### src/rtl/fcs_frame_sequencer_pkg.sv
// Shared definitions for the CRC-32 frame sequencer: state encoding,
// CRC-32 constants and the 802.3 frame length limits.
package fcs_frame_sequencer_pkg;

  typedef enum logic [2:0] {
    ST_IDLE  = 3'd0,
    ST_INIT  = 3'd1,
    ST_DATA  = 3'd2,
    ST_FCS   = 3'd3,
    ST_CHECK = 3'd4
  } state_t;

  localparam logic [31:0] CRC_INIT    = 32'hFFFF_FFFF;
  localparam logic [31:0] CRC_RESIDUE = 32'hC704_DD7B;

  localparam int unsigned ETH_MIN_LEN = 64;
  localparam int unsigned ETH_MAX_LEN = 1518;
  localparam int unsigned ETH_LEN_W   = 16;

  localparam int unsigned FCS_BYTES = 4;
  localparam int unsigned FCS_IDX_W = 2;

endpackage

### src/rtl/fcs_frame_sequencer.sv
// Frame sequencer for an external byte-wide CRC-32 engine: appends the FCS in
// TX mode, checks it in RX mode, and reports per-frame length/CRC status.
module fcs_frame_sequencer
  import fcs_frame_sequencer_pkg::*;
#(
  parameter int unsigned MIN_LEN = ETH_MIN_LEN,
  parameter int unsigned MAX_LEN = ETH_MAX_LEN,
  parameter int unsigned LEN_W   = ETH_LEN_W
) (
  input  logic             clk,
  input  logic             reset_n,
  input  logic             mode,
  input  logic             in_valid,
  output logic             in_ready,
  input  logic [7:0]       in_data,
  input  logic             in_sof,
  input  logic             in_eof,
  output logic             out_valid,
  input  logic             out_ready,
  output logic [7:0]       out_data,
  output logic             out_last,
  output logic             crc_clken,
  output logic             crc_reset,
  output logic             crc_load,
  output logic             crc_compute,
  output logic [7:0]       crc_din,
  input  logic [7:0]       crc_dout,
  input  logic             crc_ok,
  output logic             stat_valid,
  output logic             stat_crc_ok,
  output logic             stat_len_err,
  output logic             stat_abort,
  output logic [LEN_W-1:0] stat_len
);

  localparam logic [LEN_W-1:0]     LEN_MIN  = LEN_W'(MIN_LEN);
  localparam logic [LEN_W-1:0]     LEN_MAX  = LEN_W'(MAX_LEN);
  localparam logic [LEN_W-1:0]     LEN_SAT  = {LEN_W{1'b1}};
  localparam logic [FCS_IDX_W-1:0] IDX_LAST = FCS_IDX_W'(FCS_BYTES - 1);

  state_t                 r_state;
  state_t                 w_state_nxt;
  logic                   r_mode;
  logic [LEN_W-1:0]       r_cnt;
  logic [FCS_IDX_W-1:0]   r_idx;
  logic                   r_stat_valid;
  logic                   r_stat_crc_ok;
  logic                   r_stat_len_err;
  logic                   r_stat_abort;
  logic [LEN_W-1:0]       r_stat_len;

  logic                   w_sof_seen;
  logic                   w_abort;
  logic                   w_data_acc;
  logic                   w_fcs_acc;
  logic                   w_fcs_done;
  logic                   w_frame_end;
  logic [LEN_W-1:0]       w_cnt_inc;
  logic [LEN_W-1:0]       w_final_len;
  logic                   w_len_err;

  // A sof inside a frame (after its first byte) aborts it and is held for the next INIT.
  assign w_sof_seen  = (r_state == ST_IDLE) && in_valid && in_sof;
  assign w_abort     = (r_state == ST_DATA) && in_valid && in_sof && (r_cnt != '0);
  assign w_data_acc  = (r_state == ST_DATA) && in_valid && out_ready && !w_abort;
  assign w_fcs_acc   = (r_state == ST_FCS) && out_ready;
  assign w_fcs_done  = w_fcs_acc && (r_idx == IDX_LAST);
  assign w_frame_end = w_fcs_done || (r_state == ST_CHECK) || w_abort;

  assign w_cnt_inc   = (r_cnt == LEN_SAT) ? r_cnt : r_cnt + LEN_W'(1);
  assign w_final_len = (r_state == ST_FCS) ? w_cnt_inc : r_cnt;
  assign w_len_err   = (w_final_len < LEN_MIN) || (w_final_len > LEN_MAX) ||
                       (w_final_len == LEN_SAT);

  // State register
  always_ff @(posedge clk or negedge reset_n) begin
    if (!reset_n) begin
      r_state <= ST_IDLE;
    end else begin
      r_state <= w_state_nxt;
    end
  end

  // Next-state logic
  always_comb begin
    w_state_nxt = r_state;
    case (r_state)
      ST_IDLE:  if (w_sof_seen) w_state_nxt = ST_INIT;
      ST_INIT:  w_state_nxt = ST_DATA;
      ST_DATA: begin
        if (w_abort) begin
          w_state_nxt = ST_INIT;
        end else if (w_data_acc && in_eof) begin
          w_state_nxt = r_mode ? ST_CHECK : ST_FCS;
        end
      end
      ST_FCS:   if (w_fcs_done) w_state_nxt = ST_IDLE;
      ST_CHECK: w_state_nxt = ST_IDLE;
      default:  w_state_nxt = ST_IDLE;
    endcase
  end

  // Stream handshake and CRC engine controls
  always_comb begin
    in_ready    = 1'b0;
    out_valid   = 1'b0;
    out_data    = 8'h00;
    out_last    = 1'b0;
    crc_clken   = 1'b0;
    crc_reset   = 1'b0;
    crc_load    = 1'b0;
    crc_compute = 1'b0;
    crc_din     = 8'h00;
    case (r_state)
      ST_INIT: begin
        crc_clken = 1'b1;
        crc_reset = 1'b1;
      end
      ST_DATA: begin
        if (!w_abort) begin
          in_ready  = out_ready;
          out_valid = in_valid;
          out_data  = in_data;
          out_last  = r_mode && in_eof;
        end
        if (w_data_acc) begin
          crc_clken   = 1'b1;
          crc_compute = 1'b1;
          crc_din     = in_data;
        end
      end
      ST_FCS: begin
        out_valid = 1'b1;
        out_data  = crc_dout;
        out_last  = (r_idx == IDX_LAST);
        if (out_ready) begin
          crc_clken = 1'b1;
          crc_load  = 1'b1;
        end
      end
      default: ;
    endcase
  end

  // Frame counter, FCS index, latched mode and end-of-frame status
  always_ff @(posedge clk or negedge reset_n) begin
    if (!reset_n) begin
      r_mode         <= 1'b0;
      r_cnt          <= '0;
      r_idx          <= '0;
      r_stat_valid   <= 1'b0;
      r_stat_crc_ok  <= 1'b0;
      r_stat_len_err <= 1'b0;
      r_stat_abort   <= 1'b0;
      r_stat_len     <= '0;
    end else begin
      r_stat_valid <= w_frame_end;
      if (w_sof_seen || w_abort) begin
        r_mode <= mode;
      end
      if (r_state == ST_INIT) begin
        r_cnt <= '0;
        r_idx <= '0;
      end else begin
        if (w_data_acc || w_fcs_acc) r_cnt <= w_cnt_inc;
        if (w_fcs_acc)               r_idx <= r_idx + FCS_IDX_W'(1);
      end
      if (w_frame_end) begin
        r_stat_crc_ok  <= r_mode ? ((r_state == ST_CHECK) && crc_ok) : 1'b1;
        r_stat_len_err <= w_len_err;
        r_stat_abort   <= w_abort;
        r_stat_len     <= w_final_len;
      end
    end
  end

  assign stat_valid   = r_stat_valid;
  assign stat_crc_ok  = r_stat_crc_ok;
  assign stat_len_err = r_stat_len_err;
  assign stat_abort   = r_stat_abort;
  assign stat_len     = r_stat_len;

endmodule

### config.mk
export PLATFORM = sky130hd
export DESIGN_NAME = fcs_frame_sequencer
export DESIGN_NICKNAME = d
export VERILOG_FILES = /design/src/rtl/fcs_frame_sequencer_pkg.sv /design/src/rtl/fcs_frame_sequencer.sv
export SDC_FILE = /design/constraint.sdc
export NUM_CORES = 1
export LEC_CHECK = 0
export CAP_MARGIN = 0
export CORE_UTILIZATION = 50
export DETAILED_ROUTE_END_ITERATION = 6
export PLACE_DENSITY = 0.89
export REMOVE_ABC_BUFFERS = 1
export SLEW_MARGIN = 30
export SYNTH_ARGS = -nofsm -noshare
export SYNTH_HDL_FRONTEND = slang
export SYNTH_SLANG_ARGS = --single-unit
### constraint.sdc
create_clock -name clk -period 3.3 [get_ports clk]
set_input_delay 0.99 -clock clk [delete_from_list [all_inputs] [get_ports clk]]
set_output_delay 0.99 -clock clk [all_outputs]
set_load 0.03 [all_outputs]
# Word level (Yosys, flattened, before mapping)
# Index checks and enable logic that the tools add are counted.
# op_classes
reduce_logical,24
magnitude_cmp,2
n_addsub,2
eq_ne,10
muxes,29
# ops
cell,n
2-to-1 mux 16 bit,4
"equality test 16 bit, second input constant",2
2-to-1 mux 8 bit,3
"adder 16 x 1 -> 16 bit, second input constant",1
"greater-than comparator 16 x 11 -> 1 bit, second input constant",1
"less-than comparator 16 x 7 -> 1 bit, second input constant",1
case mux 8 bit (2 select lines),1
nonzero test 16 bit,1
2-to-1 mux 3 bit,5
logical AND 1 bit,12
case mux 3 bit (4 select lines),1
2-to-1 mux 1 bit,10
"equality test 3 x 2 -> 1 bit, second input constant",2
logical OR 1 bit,6
2-to-1 mux 2 bit,2
"!= test 2 bit, second input constant",2
case mux 1 bit (2 select lines),2
nonzero test 2 bit,2
"equality test 3 x 1 -> 1 bit, second input constant",1
"equality test 3 bit, second input constant",1
zero test 3 bit,1
"!= test 3 x 2 -> 1 bit, second input constant",1
case mux 1 bit (3 select lines),1
AND reduction 3 bit,1
other kinds (3),3
# totals
word_cells,76
reg_bits,42
out_inout_bits,43
in_bits,24

# Logic depth before layout (Yosys ltp)
# Gate-level depths: netlist of the first run.
# depth
word_depth,10
ltp_mapped,10

# Least setup slack after synthesis of the first run
# OpenSTA, ideal clock, no wires.
# synth_path
kind,input port to output port
start,input port in_sof
end,output port out_data[0]
slack_ns,0.124
cell_stages,6
arrival_ns,2.186
path_cell_list,nand2_1 nor4b_2 nand2_1 and2_1 buf_2 a22o_1
# synth_between
elab_chain_len,4
# synth_rtl
element,line,rtl
"start, declared",fcs_frame_sequencer.sv:16,"input logic in_sof,"
logical AND 1 bit (2 in a row),fcs_frame_sequencer.sv:64,assign w_abort = (r_state == ST_DATA) && in_valid && in_sof && (r_cnt != '0);
2-to-1 mux 8 bit,fcs_frame_sequencer.sv:120,if (!w_abort) begin
case mux 8 bit (2 select lines),fcs_frame_sequencer.sv:114,case (r_state)
"end, declared",fcs_frame_sequencer.sv:20,"output logic [7:0] out_data,"
# No other way between the ends.

# Worst setup path after layout of the first run
# layout_path
start,input port out_ready
end,output port crc_din[3]
# layout_between
elab_chain_len,4
# layout_rtl
element,line,rtl
"start, declared",fcs_frame_sequencer.sv:19,"input logic out_ready,"
logical AND 1 bit (2 in a row),fcs_frame_sequencer.sv:65,assign w_data_acc = (r_state == ST_DATA) && in_valid && out_ready && !w_abort;
2-to-1 mux 8 bit,fcs_frame_sequencer.sv:126,if (w_data_acc) begin
2-to-1 mux 8 bit,fcs_frame_sequencer.sv:114,
"end, declared",fcs_frame_sequencer.sv:26,"output logic [7:0] crc_din,"
# No other way between the ends.

==> results.ini, run 1 <==
[status]
status = completed

[clocking]
cts_buffers = 5
cts.sinks = 42
cts_post_setup_buffers_inserted = 0
cts_tree = yes
clk_pin_slew_worst_paths_ns = 0.08
htreeDepth = 2
root_buffer = clkbuf_8
clk_path_buf_depth = 2
clk_latency_ns = 0.29

[die]
start_util = 0.522
rows = 27
die_h_um = 78.3
core_area_um2 = 5570
die_x_um = 78.3
die_area_um2 = 6130
pin_count = 67

[global_route]
grt_pass1_wl_um = 14000
antenna_found_initial = 0
track_usage = 0.291
globalRouteOverflowTotal = 0
grt_pass1_vias = 2952
grt_max_degree = 43

[setup_path]
crit_family = buffers and inverters
path_max_fanout = 9
start_kind = input port
reg2reg_depth = 8
end_kind = output pin
critPathArrivalTime_ns = 2.22
crit_chain = clkdlybuf4s50_1 > o2111ai_2 > inv_2 > buf_4 > and2_1 > buf_2
crit_buf_inv = 4
slowest_delay_ns = 0.50
critical_path_required_ns = 2.31
reg2reg_to = stat_len_err
timing.rr.start = r_cnt[0]
crit_slowest_cell = clkdlybuf4s50_1
ff2ff_setup_slack_ns = 0.61
setup.worst_path.start = out_ready
path_class = in2out

[flow_run]
maxCapViolCount = 0

[finish]
antenna_cells = 0
final_net_count = 468
postLayoutCellArea_um2 = 3920
fill_cells = 483
fin_cells = 513
post-route-util = 0.703
drive_gt1_frac = 0.236
area_growth_pct = 34.6

[logic_synthesis]
synth_cell_types = 61
synth_ff_type = dfrtp_1
async_flop_share = 1.00
ys_ff_latch = 42
ys_seq_area_frac = 0.361
syn-instance-count = 348
yosysWarningCount = 0
syn-cell-area_um2 = 2910
synth_edf_count = 0
avgSynthCellArea_um2 = 8.37

[placed_design]
placed_cells = 506
gp_congestion = 0.947
dp_hpwl_um = 6270
numPortBuffers = 66
placed_area_um2 = 3880

[route]
vias = 3097
dr_wl_met2_um = 4140
ant_nets = 0
drt_iter0_drc = 276
routed_wl_um = 8320
route.met3.wl_um = 508
top_layer = met4
vias_per_cell = 6.04
wl_met1_um = 3500
wl_per_cell_um = 16.2
firstDrtPassIters = 5
drc = 0

[min_path]
hp-start = stat_len[13]
holdPathEnd = stat_len[13]
hold_path_depth = 2
hold_class = reg2reg

[timing]
fin_skew_ns = 0.00627
rsz0062_at_grt = false
final_hold_viol_count = 0
worstMarginPinSlew_ns = 0.591
finalCriticalPeriod_ns = 3.21
fmax_mhz = 311
slew_viol_final = 0
finalSetupViolCount = 0
maxSlewHeadroom = 0.596
whs_ns = 0.481
period_share = 0.974

[power]
finalPower_mw = 2.74
p_per_area_nw_per_um2 = 700
p_leak_nw = 1.79
ir_drop_v = 0.000603

## cell usage after synthesis (3+ instances only)
| cell type | count | area share |
|---|---|---|
| and3_1 | 4 | 0.0086 |
| nand3_1 | 11 | 0.019 |
| or3_1 | 3 | 0.0064 |
| nand3b_1 | 4 | 0.010 |
| a31oi_1 | 7 | 0.015 |
| and4_1 | 5 | 0.015 |
| nand4_1 | 7 | 0.015 |
| a22o_1 | 11 | 0.033 |
| and2_1 | 11 | 0.024 |
| clkbuf_1 | 9 | 0.012 |
| o21ai_0 | 24 | 0.041 |
| xor2_1 | 5 | 0.015 |
| nor3_1 | 7 | 0.012 |
| nor4_1 | 5 | 0.011 |
| nand4_2 | 3 | 0.013 |
| nor2_1 | 33 | 0.043 |
| a21oi_1 | 20 | 0.034 |
| mux2_2 | 3 | 0.012 |
| a211oi_1 | 3 | 0.0077 |
| ha_1 | 3 | 0.013 |
| buf_2 | 15 | 0.026 |
| xnor2_1 | 7 | 0.021 |
| dfrtp_1 | 42 | 0.36 |
| a41o_1 | 3 | 0.010 |
| nand4b_1 | 3 | 0.0090 |
| nand2_1 | 43 | 0.055 |
| inv_1 | 9 | 0.012 |
## timing repair
item | CTS | global route
pin swaps | 2 | 3
endpoints found under the hold margin | 0 | 0
hold buffers | 0 | 0
resized for setup | 112 | 12
endpoints found under the setup margin | 21 | 17
## metal layers
metal  vias up  global-route usage
li1       1455                   -
met1      1455               0.356
met2       172               0.523
met3        15              0.0407
met4         0              0.0926
met5         -                   0
## cell families after synthesis
logic type               synth area share
AND/OR/NAND/NOR                     0.301
flip-flops                          0.361
buffers and inverters              0.0576
adder cells (fa/ha/maj)            0.0129
AO/OA/AOI/OAI                       0.209
multiplexers                       0.0223
XOR/XNOR                           0.0361
## layout by cell type, fill, tap and decap left out, types with 5 or more instances in the layout
cell type / count
nor3_1: 7
inv_1: 8
clkbuf_4: 6
nor2_1: 33
buf_2: 11
buf_4: 52
a31oi_1: 7
clkbuf_8: 5
clkdlybuf4s50_1: 41
dfrtp_1: 42
a22o_1: 11
nand4_1: 7
nand2_1: 42
xor2_1: 5
nand3_1: 11
o21ai_0: 24
a21oi_1: 20
and4_1: 5
xnor2_1: 7
and2_1: 10
## final cells by class
| type | count | area (um^2) | share of cell area |
|---|---|---|---|
| Clock buffer | 5 | 68.8 | 0.0176 |
| Sequential cell | 42 | 1050 | 0.268 |
| Multi-Input combinational cell | 269 | 1730 | 0.442 |
| Tap cell | 72 | 90.1 | 0.0230 |
| Inverter | 9 | 33.8 | 0.00862 |
| Timing Repair Buffer | 114 | 933 | 0.238 |
| Clock inverter | 2 | 10.0 | 0.00255 |
## through the flow
stage / setup WS [ns] / TNS [ns]
final: 0.0860 / 0
after global routing: 0.00488 / 0
after CTS: 0.00800 / 0
after detailed placement: -0.759 / -13.51
after global placement: -0.653 / -12.35
after floorplan: 0.161 / 0
## state kept, by name, indices dropped and copies added (netlist names)
name          flops
stat_len         16
r_mode            1
stat_len_err      1
r_state           3
r_idx             2
stat_valid        1
r_cnt            16
stat_crc_ok       1
stat_abort        1
## tightest hold or removal path: stages (launching register included)
cell     delay, ns
dfrtp_1       0.35
nand2_1       0.05
o31ai_1       0.05
## where the power goes
group / internal [mW] / switching [mW] / total [mW]
clock: 0.142 / 0.179 / 0.321
sequential: 0.620 / 0.0872 / 0.708
combinational: 0.705 / 1.01 / 1.71
total: 1.47 / 1.27 / 2.74
## worst max path at each step
stage          cells after the start          end
2_1_floorplan                      5    crc_clken
4_1_cts                            7  out_data[6]
3_3_place_gp                       7  out_data[6]
5_1_grt                            6   crc_din[5]
6_report                           6   crc_din[3]
3_5_place_dp                       7  out_data[6]
Note: power is estimated with default switching activity, not from simulation.
==> run 2: changes to the inputs <==
CTS_CLUSTER_SIZE = 14   (was unset)
SKIP_CTS_REPAIR_TIMING = 1   (was unset)
==> results.ini, run 2 (same netlist as run 1, synthesis figures left out) <==
[placed_design]
gp_congestion = 0.947  ; unchanged
placed_cells = 506  ; unchanged
pre_cts_slack_ns = -0.759  ; unchanged
dp_hpwl_um = 6270  ; unchanged
numPortBuffers = 66  ; unchanged

[route]
routed_wl_um = 8370  ; was 8320 um
ant_nets = 0  ; unchanged
drt_iter0_drc = 309  ; was 276
firstDrtPassIters = 7  ; was 5
vias_per_cell = 6.08  ; was 6.04
drc = 0  ; unchanged
vias = 3119  ; was 3097
wl_per_cell_um = 16.3  ; was 16.2 um

[power]
power_frac_comb = 0.627  ; was 0.625
switching_share = 0.465  ; about the same
power_switching_mw = 1.28  ; was 1.27 mW
p_leak_nw = 1.85  ; was 1.79 nW
power.share.clock = 0.117  ; about the same
p_int_mw = 1.47  ; about the same
seqPwrFrac = 0.257  ; was 0.258
p_per_area_nw_per_um2 = 698  ; was 700 nW/um^2
ir_drop_v = 0.000550  ; was 0.000603 V

[finish]
area_growth_pct = 35.5  ; was 34.6%
layout_commonest_cell = buf_4  ; unchanged
antenna_cells = 0  ; unchanged
drive_gt1_frac = 0.224  ; was 0.236
post-route-util = 0.708  ; was 0.703
final_cell_mix = buf_4, nand2_1, dfrtp_1  ; unchanged
fin_cells = 513  ; unchanged
final_net_count = 468  ; unchanged

[global_route]
met3_usage = 0.0384  ; was 0.0407
antenna_found_initial = 0  ; unchanged
grt_util_met1 = 0.360  ; was 0.356
grt_busiest_layer = met2  ; unchanged
globalRouteOverflowTotal = 0  ; unchanged
use_met2 = 0.524  ; was 0.523
grt_max_degree = 43  ; unchanged
track_usage = 0.290  ; was 0.291
grt_pass1_vias = 2942  ; was 2952
grt_pass1_wl_um = 14000  ; unchanged

[clocking]
clk_pin_slew_worst_paths_ns = 0.08  ; about the same
cts_tree = yes  ; unchanged
cts.sinks = 42  ; unchanged
clk_latency_ns = 0.29  ; about the same
root_buffer = clkbuf_8  ; unchanged
cts_buffers = 5  ; unchanged
clk_path_buf_depth = 2  ; unchanged
htreeDepth = 2  ; unchanged

[timing]
final_hold_viol_count = 0  ; unchanged
period_share = 0.975  ; was 0.974
slew_viol_final = 0  ; unchanged
finalSetupViolCount = 0  ; unchanged
final.setup.worst_slack_ns = 0.0826  ; was 0.0860 ns
worstMarginPinSlew_ns = 0.616  ; was 0.591 ns
maxSlewHeadroom = 0.579  ; was 0.596
fmax_mhz = 311  ; about the same
rsz0062_at_grt = true  ; was false
finalCriticalPeriod_ns = 3.22  ; was 3.21 ns
fin_skew_ns = 0.00773  ; was 0.00627 ns

[setup_path]
critPathArrivalTime_ns = 2.23  ; was 2.22 ns
ff2ff_setup_slack_ns = 0.60  ; was 0.61 ns
path_class = in2out  ; unchanged
end_kind = output pin  ; unchanged
path_max_fanout = 5  ; was 9
start_kind = input port  ; unchanged
critical_path_required_ns = 2.31  ; about the same

[die]
core_area_um2 = 5570  ; unchanged
die_area_um2 = 6130  ; unchanged
start_util = 0.522  ; unchanged
pin_count = 67  ; unchanged
rows = 27  ; unchanged
die_h_um = 78.3  ; unchanged
die_x_um = 78.3  ; unchanged

[status]
status = completed  ; unchanged

[min_path]
hold_class = reg2reg  ; unchanged

[flow_run]
maxCapViolCount = 0  ; unchanged

## run 2: changes by cell type in the layout (fill, tap and decap cells not counted)
cell / delta
buf_2: -3
nor3_2: -1
buf_4: -2
nor3_4: +1
clkdlybuf4s15_2: -2
clkbuf_4: -3
buf_6: +1
clkbuf_2: +4
dlymetal6s2s_1: +5
## run 2: metal layers
layer | share of wire | vias to the layer above
met5 | 0 | -
met4 | 0.024 | 0
met3 | 0.064 | 17
met2 | 0.50 | 166
met1 | 0.41 | 1470
li1 | - | 1466
## run 2: worst max-delay path, cell delays in order
cell	delay (ns)
clkdlybuf4s50_1	0.45
buf_4	0.17
nand2_1	0.08
inv_1	0.08
nor3_4	0.19
inv_1	0.08
buf_2	0.18
## run 2: final cells by class
class | count | area, um^2
well taps | 72 | 90.1
inverters | 9 | 33.8
fillers | 474 | 1630
repair buffers | 114 | 952
flip-flops and latches | 42 | 1050
multi-input cells | 269 | 1740
clock buffers | 5 | 68.8
clock inverters | 2 | 10.0
## run 2: stage by stage
| step | TNS [ns] | total power, mW | cell area [um^2] | hold slack (ns) |
|---|---|---|---|---|
| finish | 0 | 2.75 | 3940 | 0.481 |
| global route | -0.0285 | 2.92 | 3940 | 0.513 |
| CTS | -13.67 | 2.78 | 3960 | 0.487 |
| detailed placement | -13.51 | 2.46 | 3880 | 0.469 |
| global placement | -12.35 | 2.41 | 3880 | 0.461 |
| floorplan | 0 | 1.68 | 2780 | 0.506 |
## run 2: path summary, 6_finish.rpt
check	cells past startpoint	endpoint	from
worst max-delay path	7	crc_clken	out_ready
worst min-delay path	2	stat_len[13]	stat_len[13]
worst max register to register	8	stat_len_err	r_cnt[0]
worst min register to register	2	stat_len[13]	stat_len[13]
max in group asynchronous	1	stat_len_err	reset_n
min in group asynchronous	1	stat_valid	reset_n
## run 2: power by group through the flow
| stage | clock network, mW | logic, mW | registers, mW |
|---|---|---|---|
| detailed placement | 0 | 1.75 | 0.712 |
| global placement | 0 | 1.70 | 0.707 |
| floorplan | 0 | 0.828 | 0.854 |
| global route | 0.349 | 1.85 | 0.722 |
| finish | 0.321 | 1.72 | 0.707 |
| CTS | 0.323 | 1.76 | 0.702 |
